--- config.mk ---
export PLATFORM = sky130hd
export DESIGN_NAME = mdu_scheduler_flat
export DESIGN_NICKNAME = d
export VERILOG_FILES = /design/src/rtl/mdu_pkg.sv /design/src/rtl/mdu_if.sv /design/src/rtl/mdu_rr_arbiter.sv /design/src/rtl/mdu_scheduler.sv /design/src/flat_wrapper.sv
export SDC_FILE = /design/constraint.sdc
export NUM_CORES = 1
export LEC_CHECK = 0
export ABC_AREA = 1
export CAP_MARGIN = 10
export CORE_AREA = 5 5 152 154
export CTS_BUF_LIST = sky130_fd_sc_hd__clkbuf_4
export DETAILED_ROUTE_END_ITERATION = 10
export DIE_AREA = 0 0 157 159
export GPL_ROUTABILITY_DRIVEN = 1
export MAX_ROUTING_LAYER = met4
export PLACE_DENSITY = 0.68
export SKIP_LAST_GASP = 1
export SYNTH_ARGS = -nofsm -noshare
export SYNTH_HDL_FRONTEND = slang
export SYNTH_SLANG_ARGS = --single-unit
export TNS_END_PERCENT = 5
--- constraint.sdc ---
create_clock -name clk -period 5.17 [get_ports clk]
set_input_delay 1.034 -clock clk [delete_from_list [all_inputs] [get_ports clk]]
set_output_delay 1.034 -clock clk [all_outputs]
set_load 0.05 [all_outputs]
--- src/rtl/mdu_pkg.sv ---
// ==========================================================================
// mdu_pkg: M-extension decode constants, FSM state and unit encodings.
// Revision: 1.0
// ==========================================================================
`default_nettype none

package mdu_pkg;

  localparam logic [6:0] OPC_OP    = 7'b0110011;
  localparam logic [6:0] F7_MULDIV = 7'b0000001;

  typedef enum logic [2:0] {
    F3_MUL    = 3'b000,
    F3_MULH   = 3'b001,
    F3_MULHSU = 3'b010,
    F3_MULHU  = 3'b011,
    F3_DIV    = 3'b100,
    F3_DIVU   = 3'b101,
    F3_REM    = 3'b110,
    F3_REMU   = 3'b111
  } funct3_e;

  typedef logic [1:0] state_e;
  localparam state_e IDLE     = 2'd0;
  localparam state_e DISPATCH = 2'd1;
  localparam state_e WAIT     = 2'd2;
  localparam state_e RESP     = 2'd3;

  typedef enum logic {
    UNIT_MUL = 1'b0,
    UNIT_DIV = 1'b1
  } unit_e;

  function automatic logic is_m_op(input logic [6:0] opcode, input logic [6:0] funct7);
    return (opcode == OPC_OP) && (funct7 == F7_MULDIV);
  endfunction

  function automatic unit_e unit_of(input logic [2:0] funct3);
    funct3_e f3;
    f3 = funct3_e'(funct3);
    return (f3 inside {F3_DIV, F3_DIVU, F3_REM, F3_REMU}) ? UNIT_DIV : UNIT_MUL;
  endfunction

endpackage

`default_nettype wire

--- src/rtl/mdu_if.sv ---
// ==========================================================================
// mdu_if: issue-port, mul/div unit and response handshakes of the MDU scheduler.
// Revision: 1.0
// ==========================================================================
`default_nettype none

interface mdu_if #(
  parameter int NUM_REQ = 2,
  parameter int XLEN    = 32
);
  localparam int ID_W = $clog2(NUM_REQ);

  logic [NUM_REQ-1:0]      req_valid;
  logic [NUM_REQ-1:0]      req_ready;
  logic [NUM_REQ*32-1:0]   req_instr;
  logic [NUM_REQ*XLEN-1:0] req_a;
  logic [NUM_REQ*XLEN-1:0] req_b;

  logic            mul_valid;
  logic            mul_ready;
  logic            mul_done;
  logic [XLEN-1:0] mul_result;
  logic            div_valid;
  logic            div_ready;
  logic            div_done;
  logic [XLEN-1:0] div_result;

  logic [31:0]     unit_instr;
  logic [XLEN-1:0] unit_a;
  logic [XLEN-1:0] unit_b;

  logic            rsp_valid;
  logic            rsp_ready;
  logic [ID_W-1:0] rsp_id;
  logic [XLEN-1:0] rsp_data;
  logic            rsp_err;

  modport master (
    input  req_valid, req_instr, req_a, req_b,
    input  mul_ready, mul_done, mul_result,
    input  div_ready, div_done, div_result,
    input  rsp_ready,
    output req_ready, mul_valid, div_valid,
    output unit_instr, unit_a, unit_b,
    output rsp_valid, rsp_id, rsp_data, rsp_err
  );

  modport slave (
    output req_valid, req_instr, req_a, req_b,
    output mul_ready, mul_done, mul_result,
    output div_ready, div_done, div_result,
    output rsp_ready,
    input  req_ready, mul_valid, div_valid,
    input  unit_instr, unit_a, unit_b,
    input  rsp_valid, rsp_id, rsp_data, rsp_err
  );

endinterface

`default_nettype wire

--- src/rtl/mdu_rr_arbiter.sv ---
// ==========================================================================
// mdu_rr_arbiter: round-robin one-hot grant; pointer moves past the winner on grant.
// Revision: 1.0
// ==========================================================================
`default_nettype none

module mdu_rr_arbiter #(
  parameter int NUM_REQ = 2,
  localparam int ID_W   = $clog2(NUM_REQ)
) (
  input  logic               clk,
  input  logic               reset,
  input  logic [NUM_REQ-1:0] req_i,
  input  logic               en_i,
  output logic [NUM_REQ-1:0] gnt_o,
  output logic [ID_W-1:0]    gnt_idx_o,
  output logic               gnt_any_o
);

  logic [ID_W-1:0] ptr_q, ptr_d;

  always_comb begin
    int              j;
    logic [ID_W-1:0] idx;
    j         = 0;
    idx       = '0;
    gnt_o     = '0;
    gnt_idx_o = '0;
    gnt_any_o = 1'b0;
    for (int k = 0; k < NUM_REQ; k++) begin
      j = int'(ptr_q) + k;
      if (j >= NUM_REQ) j = j - NUM_REQ;
      idx = ID_W'(j);
      if (en_i && !gnt_any_o && req_i[idx]) begin
        gnt_any_o = 1'b1;
        gnt_idx_o = idx;
      end
    end
    gnt_o[gnt_idx_o] = gnt_any_o;
  end

  always_comb begin
    ptr_d = ptr_q;
    if (gnt_any_o) begin
      ptr_d = (gnt_idx_o == ID_W'(NUM_REQ - 1)) ? '0 : gnt_idx_o + ID_W'(1);
    end
  end

  always_ff @(posedge clk or posedge reset) begin
    if (reset) ptr_q <= '0;
    else       ptr_q <= ptr_d;
  end

endmodule

`default_nettype wire

--- src/rtl/mdu_scheduler.sv ---
// ==========================================================================
// mdu_scheduler: shares one MUL and one DIV unit among NUM_REQ issue ports, one op in flight.
// Revision: 1.0   (optional WAIT watchdog: define MDU_TIMEOUT_EN)
// ==========================================================================
`default_nettype none

module mdu_scheduler
  import mdu_pkg::*;
#(
  parameter int NUM_REQ        = 2,
  parameter int XLEN           = 32,
  parameter int TIMEOUT_CYCLES = 64
) (
  input  logic   clk,
  input  logic   reset,
  mdu_if.master  bus
);

  localparam int ID_W = $clog2(NUM_REQ);

  if (NUM_REQ < 2 || XLEN < 1 || TIMEOUT_CYCLES < 1) begin : g_bad_cfg
    $error("mdu_scheduler: requires NUM_REQ >= 2, XLEN >= 1, TIMEOUT_CYCLES >= 1");
  end

  state_e          state_q, state_d;
  logic [31:0]     instr_q, instr_d;
  logic [XLEN-1:0] a_q, a_d, b_q, b_d;
  logic [ID_W-1:0] id_q, id_d;
  unit_e           unit_q, unit_d;
  logic [XLEN-1:0] data_q, data_d;
  logic            err_q, err_d;

  logic [ID_W-1:0] gnt_idx;
  logic            gnt_any;
  logic [31:0]     sel_instr;
  logic            unit_ready, unit_done;
  logic [XLEN-1:0] unit_result;

  mdu_rr_arbiter #(.NUM_REQ(NUM_REQ)) u_arb (
    .clk       (clk),
    .reset     (reset),
    .req_i     (bus.req_valid),
    .en_i      (state_q == IDLE),
    .gnt_o     (bus.req_ready),
    .gnt_idx_o (gnt_idx),
    .gnt_any_o (gnt_any)
  );

  assign sel_instr   = bus.req_instr[gnt_idx*32 +: 32];
  assign unit_ready  = (unit_q == UNIT_DIV) ? bus.div_ready  : bus.mul_ready;
  assign unit_done   = (unit_q == UNIT_DIV) ? bus.div_done   : bus.mul_done;
  assign unit_result = (unit_q == UNIT_DIV) ? bus.div_result : bus.mul_result;

`ifdef MDU_TIMEOUT_EN
  localparam int CNT_W = $clog2(TIMEOUT_CYCLES + 1);
  logic [CNT_W-1:0] wdog_q, wdog_d;

  always_ff @(posedge clk or posedge reset) begin
    if (reset) wdog_q <= '0;
    else       wdog_q <= wdog_d;
  end
`endif

  always_comb begin
    state_d = state_q;
    instr_d = instr_q;
    a_d     = a_q;
    b_d     = b_q;
    id_d    = id_q;
    unit_d  = unit_q;
    data_d  = data_q;
    err_d   = err_q;
`ifdef MDU_TIMEOUT_EN
    wdog_d  = wdog_q;
`endif
    case (state_q)
      IDLE: begin
        if (gnt_any) begin
          instr_d = sel_instr;
          a_d     = bus.req_a[gnt_idx*XLEN +: XLEN];
          b_d     = bus.req_b[gnt_idx*XLEN +: XLEN];
          id_d    = gnt_idx;
          unit_d  = unit_of(sel_instr[14:12]);
          if (is_m_op(sel_instr[6:0], sel_instr[31:25])) begin
            state_d = DISPATCH;
          end else begin
            data_d  = '0;
            err_d   = 1'b1;
            state_d = RESP;
          end
        end
      end
      DISPATCH: begin
`ifdef MDU_TIMEOUT_EN
        wdog_d = '0;
`endif
        if (unit_ready) state_d = WAIT;
      end
      WAIT: begin
        // A done arriving on the final watchdog cycle still wins over the timeout.
        if (unit_done) begin
          data_d  = unit_result;
          err_d   = 1'b0;
          state_d = RESP;
        end
`ifdef MDU_TIMEOUT_EN
        else if (wdog_q == CNT_W'(TIMEOUT_CYCLES - 1)) begin
          data_d  = '0;
          err_d   = 1'b1;
          state_d = RESP;
        end else begin
          wdog_d = wdog_q + CNT_W'(1);
        end
`endif
      end
      RESP: begin
        if (bus.rsp_ready) state_d = IDLE;
      end
      default: state_d = IDLE;
    endcase
  end

  always_ff @(posedge clk or posedge reset) begin
    if (reset) begin
      state_q <= IDLE;
      instr_q <= '0;
      a_q     <= '0;
      b_q     <= '0;
      id_q    <= '0;
      unit_q  <= UNIT_MUL;
      data_q  <= '0;
      err_q   <= 1'b0;
    end else begin
      state_q <= state_d;
      instr_q <= instr_d;
      a_q     <= a_d;
      b_q     <= b_d;
      id_q    <= id_d;
      unit_q  <= unit_d;
      data_q  <= data_d;
      err_q   <= err_d;
    end
  end

  assign bus.mul_valid  = (state_q == DISPATCH) && (unit_q == UNIT_MUL);
  assign bus.div_valid  = (state_q == DISPATCH) && (unit_q == UNIT_DIV);
  assign bus.unit_instr = instr_q;
  assign bus.unit_a     = a_q;
  assign bus.unit_b     = b_q;
  assign bus.rsp_valid  = (state_q == RESP);
  assign bus.rsp_id     = id_q;
  assign bus.rsp_data   = data_q;
  assign bus.rsp_err    = err_q;

endmodule

`default_nettype wire
--- src/flat_wrapper.sv ---
// flat-port wrapper written by rule: the top's interface ports become plain ports
module mdu_scheduler_flat import mdu_pkg::*;
#(
  parameter int NUM_REQ        = 2,
  parameter int XLEN           = 32,
  parameter int TIMEOUT_CYCLES = 64
)
  (clk, reset, bus_req_valid, bus_req_instr, bus_req_a, bus_req_b, bus_mul_ready, bus_mul_done, bus_mul_result, bus_div_ready, bus_div_done, bus_div_result, bus_rsp_ready, bus_req_ready, bus_mul_valid, bus_div_valid, bus_unit_instr, bus_unit_a, bus_unit_b, bus_rsp_valid, bus_rsp_id, bus_rsp_data, bus_rsp_err);
  mdu_if #(.NUM_REQ(NUM_REQ), .XLEN(XLEN)) bus_i ();
  input  logic clk;
  input  logic reset;
  input wire logic [$bits(bus_i.req_valid)-1:0] bus_req_valid;
  input wire logic [$bits(bus_i.req_instr)-1:0] bus_req_instr;
  input wire logic [$bits(bus_i.req_a)-1:0] bus_req_a;
  input wire logic [$bits(bus_i.req_b)-1:0] bus_req_b;
  input wire logic [$bits(bus_i.mul_ready)-1:0] bus_mul_ready;
  input wire logic [$bits(bus_i.mul_done)-1:0] bus_mul_done;
  input wire logic [$bits(bus_i.mul_result)-1:0] bus_mul_result;
  input wire logic [$bits(bus_i.div_ready)-1:0] bus_div_ready;
  input wire logic [$bits(bus_i.div_done)-1:0] bus_div_done;
  input wire logic [$bits(bus_i.div_result)-1:0] bus_div_result;
  input wire logic [$bits(bus_i.rsp_ready)-1:0] bus_rsp_ready;
  output wire logic [$bits(bus_i.req_ready)-1:0] bus_req_ready;
  output wire logic [$bits(bus_i.mul_valid)-1:0] bus_mul_valid;
  output wire logic [$bits(bus_i.div_valid)-1:0] bus_div_valid;
  output wire logic [$bits(bus_i.unit_instr)-1:0] bus_unit_instr;
  output wire logic [$bits(bus_i.unit_a)-1:0] bus_unit_a;
  output wire logic [$bits(bus_i.unit_b)-1:0] bus_unit_b;
  output wire logic [$bits(bus_i.rsp_valid)-1:0] bus_rsp_valid;
  output wire logic [$bits(bus_i.rsp_id)-1:0] bus_rsp_id;
  output wire logic [$bits(bus_i.rsp_data)-1:0] bus_rsp_data;
  output wire logic [$bits(bus_i.rsp_err)-1:0] bus_rsp_err;
  assign bus_i.req_valid = bus_req_valid;
  assign bus_i.req_instr = bus_req_instr;
  assign bus_i.req_a = bus_req_a;
  assign bus_i.req_b = bus_req_b;
  assign bus_i.mul_ready = bus_mul_ready;
  assign bus_i.mul_done = bus_mul_done;
  assign bus_i.mul_result = bus_mul_result;
  assign bus_i.div_ready = bus_div_ready;
  assign bus_i.div_done = bus_div_done;
  assign bus_i.div_result = bus_div_result;
  assign bus_i.rsp_ready = bus_rsp_ready;
  assign bus_req_ready = bus_i.req_ready;
  assign bus_mul_valid = bus_i.mul_valid;
  assign bus_div_valid = bus_i.div_valid;
  assign bus_unit_instr = bus_i.unit_instr;
  assign bus_unit_a = bus_i.unit_a;
  assign bus_unit_b = bus_i.unit_b;
  assign bus_rsp_valid = bus_i.rsp_valid;
  assign bus_rsp_id = bus_i.rsp_id;
  assign bus_rsp_data = bus_i.rsp_data;
  assign bus_rsp_err = bus_i.rsp_err;
  mdu_scheduler #(.NUM_REQ(NUM_REQ), .XLEN(XLEN), .TIMEOUT_CYCLES(TIMEOUT_CYCLES)) u_core (.clk(clk), .reset(reset), .bus(bus_i));
endmodule
==> summary.md <==
| Metric | Value |
|---|---|
| Hold Vio Cnt, Final | 0 |
| Multiplexer area fraction after synthesis | 0 |
| Min cycle time layout | between 4 and 5 ns |
| CP endpoint kind | output pin |
| Hold Path Cell Cnt | 2 |
| Async SR Flop Fraction | 1.00 |
| Crit path cell chain | clkdlybuf4s50_1, nand2_1, nand2_4, nand2_1, inv_1, buf_12 |
| Synth cell types | 26 |
| Antenna Nets Post-Route | 0 |
| Reg-to-Reg End | u_core.bus.rsp_data[6] |
| Mapped cell area | roughly 6600 µm² |
| Cell mode on critical path | nand2_1 |
| Die Ht | ~160 µm |
| Die area | ~25,000 µm² |
| Arrival @ worst endpoint | between 3 and 4 ns |
| Syn Nets | approximately 1,100 |
| Synth top area cells | dfrtp_1 51%, nand2_1 17%, a21oi_1 9.4% |
| Clk sinks | 133 |
| Vias per std cell | around 4.7 |
| Power Dens Cells | ~690 nW/µm² |
| Num ports | 400 |
| CORE AREA | around 22,000 µm² |
| Final period util | 0.785 |
| Largest family of logic cells by synthesized area | simple AND/OR/NAND/NOR gates |
| First-pass DRT Iterations | 4 |
| Nets | approximately 1,500 |
| Share of layout cells above drive strength 1 | 0.0723 |
| H-tree Lvls | 4 |
| Sequential cell area | ~3300 µm² |
| Hold-fix buffers, CTS | 0 |
| Global-route wire length before repair | between 30 and 40 mm |
| Compound-cell area share of the yosys netlist | 0.113 |
| Multi-input logic area | ~2900 µm² |
| CTS resizes | 0 |
| Dominant synthesized flop cell | dfrtp_1 |
| Status | finished, final reports clean |
| Synth Instances | between 800 and 900 |
| Synth top cells by count | 302 x nand2_1, 133 x dfrtp_1, 123 x a21oi_1 |
| Postcts setup bufs | 0 |
| Slowest stage delay, CP | ~0.69 ns |
| Peak VDD IR | 429 µV |
| GPL Wtd Cong | 0.870 |
| Worst setup startpoint | bus_req_valid[0] |
| Count leader, synth | nand2_1 |
| Port Buffers | around 400 |
| Initial DRC count | roughly 380 |
| Clock slew at reported path FFs | around 0.12 ns |
| Share of the synthesized area in the top cell type | 0.507 |
| Leakage | slightly below 5 nW |
| Fill cell count | around 2,100 |
| Tot GR Track Use | 0.206 |
| Fmax | between 200 and 250 MHz |
| DP HPWL | 19.6 mm |
| Power, Total | roughly 0.0076 W |
| Worst Skew | about 0.028 ns |
| Routed len/inst | around 17 µm |
| Worst EP required | 4.14 ns |
| DRT Wirelength | 26.1 mm |
| Setup TNS | 0 ns |
| Unrepaired setup endpoints after global routing | false |
| Yosys reg bits | between 100 and 150 |
| Cell taking the most area after synthesis | dfrtp_1 |
| Hold path startpoint | u_core.bus.rsp_id |
| Slew Limit Fails | 0 |
| Initial Util | 0.304 |
| Ys Warns | 0 |
| Critical-path maximum fanout | 63 |
| Post-Synth XOR/XNOR Area | 0 |
| Drc violations | 0 |
| CP delay by family, top | simple AND/OR/NAND/NOR gates |
| Synth Area in Adders | 0.00763 |
| Antenna violations before repair | 2 |
| Maximum number of pins on one net before global-route repair | 85 |
| Post-synth EDFFs | 0 |
| Kind of critical path | in2out |
| Grt ovf | 0 |
| Max_cap viols | 0 |
| RR Startpoint | u_core.state_q[0] |
| Endpoints failing setup | 0 |
| Area growth syn-to-layout | 68.2% |
| Site row count | 54 |
| Worst R2R Path Depth | 13 |
| CTS tree | done |
| Seq/Total Area, Yosys | 0.507 |
| Worst Hold End | u_core.bus.rsp_id |
| Worst R2R Setup Slack | 1.90 ns |
| Die X-Extent | roughly 160 µm |
| Min-Delay Path Class | reg2reg |
| Syn Area/Cell | 7.73 µm² |
| Rel. slew slack | 0.330 |
| Clk Latency, worst-skew pair | roughly 0.54 ns |
| Cts bufs inserted | 17 |
| CTS Buffer Depth | 2 |
| Vias | a little over 7,000 |
| CP max stage cell | nand2_4 |
| Simple-Gate Fraction of Synth Area | 0.314 |
| Vias in the first global route | just over 7,000 |
| Clk Tree Root Cell | clkbuf_4 |
| CP startpoint kind | input port |
| Worst Path Buf+Inv | 3 |
| Measured slew at the worst slew-check pin | about 1 ns |
-- kinds of logic (layout without fill, tap and decap cells) --
kind of cell / Yosys count / count (layout)
compound gates: 144 / 144
fa+ha+maj: 4 / 4
buf+inv: 81 / 463
flops: 133 / 133
other cells: 0 / 2
simple gates: 487 / 487
-- per-stage QoR --
stage	cells	worst slack (ns)	hold slack, ns	util	cell area (µm²)
after floorplan	849	0.582	0.499	-	6560
after global placement	1480	1.10	0.454	0.497	10700
after detailed placement	1480	1.02	0.459	0.497	10700
after CTS	1511	1.10	0.488	0.512	11000
after global routing	1513	0.955	0.514	0.512	11000
final	1513	1.11	0.482	0.512	11000
-- report_power, final --
group | internal, W | total [W] | switching (W)
logic | 0.00157 | 0.00496 | 0.00339
clock network | 0.000346 | 0.000768 | 0.000422
registers | 0.00156 | 0.00187 | 0.000303
-- worst min-delay path: stages (launching register included) --
cell	delay [ns]
dfrtp_1	0.36
nand2_1	0.05
nand2_1	0.05
-- flip-flops by register name (all words and copies together) (netlist names) --
signal / flops
u_core.bus.unit_instr: 32
u_core.state_q: 2
u_core.bus.unit_b: 32
u_core.bus.unit_a: 32
u_core.bus.rsp_data: 32
u_core.bus.rsp_id: 1
u_core.bus.rsp_err: 1
u_core.u_arb.ptr_q: 1
-- cells in the final DEF, fill, tap and decap left out, drive strengths merged, types with 5 or more instances in the layout --
master,count
o21ai,11
clkbuf,18
buf,12
clkinv,5
nor2,65
inv,25
clkdlybuf4s50,397
dfrtp,133
a21oi,123
nand2,338
nand3,81
a31oi,8
-- how the worst max path moves through the flow --
stage | to | slack [ns] | depth (start not counted)
2_1_floorplan | u_core.bus.rsp_data[0] | 0.58 | 1
3_3_place_gp | u_core.bus.rsp_data[8] | 1.10 | 11
3_5_place_dp | u_core.bus.rsp_data[6] | 1.02 | 11
4_1_cts | bus_req_ready[0] | 1.10 | 6
5_1_grt | bus_req_ready[0] | 0.95 | 6
6_report | bus_req_ready[0] | 1.11 | 6
-- per-layer routing --
layer / GRT usage / wire length, µm / share of wire / vias up
li1: - / - / - / 3478
met1: 0.242 / 10400 / 0.40 / 3251
met2: 0.337 / 12600 / 0.48 / 309
met3: 0.0587 / 2410 / 0.092 / 34
met4: 0.0726 / 701 / 0.027 / 0
met5: - / 0 / 0 / -
-- layout make-up --
class,instances,area share
repair buffers,409,0.371
flip-flops and latches,133,0.302
multi-input cells,635,0.259
well taps,280,0.0317
clock inverters,13,0.0158
clock buffers,18,0.0122
inverters,23,0.00839
diodes,2,0.000454
(Power assumes the default switching activity.)
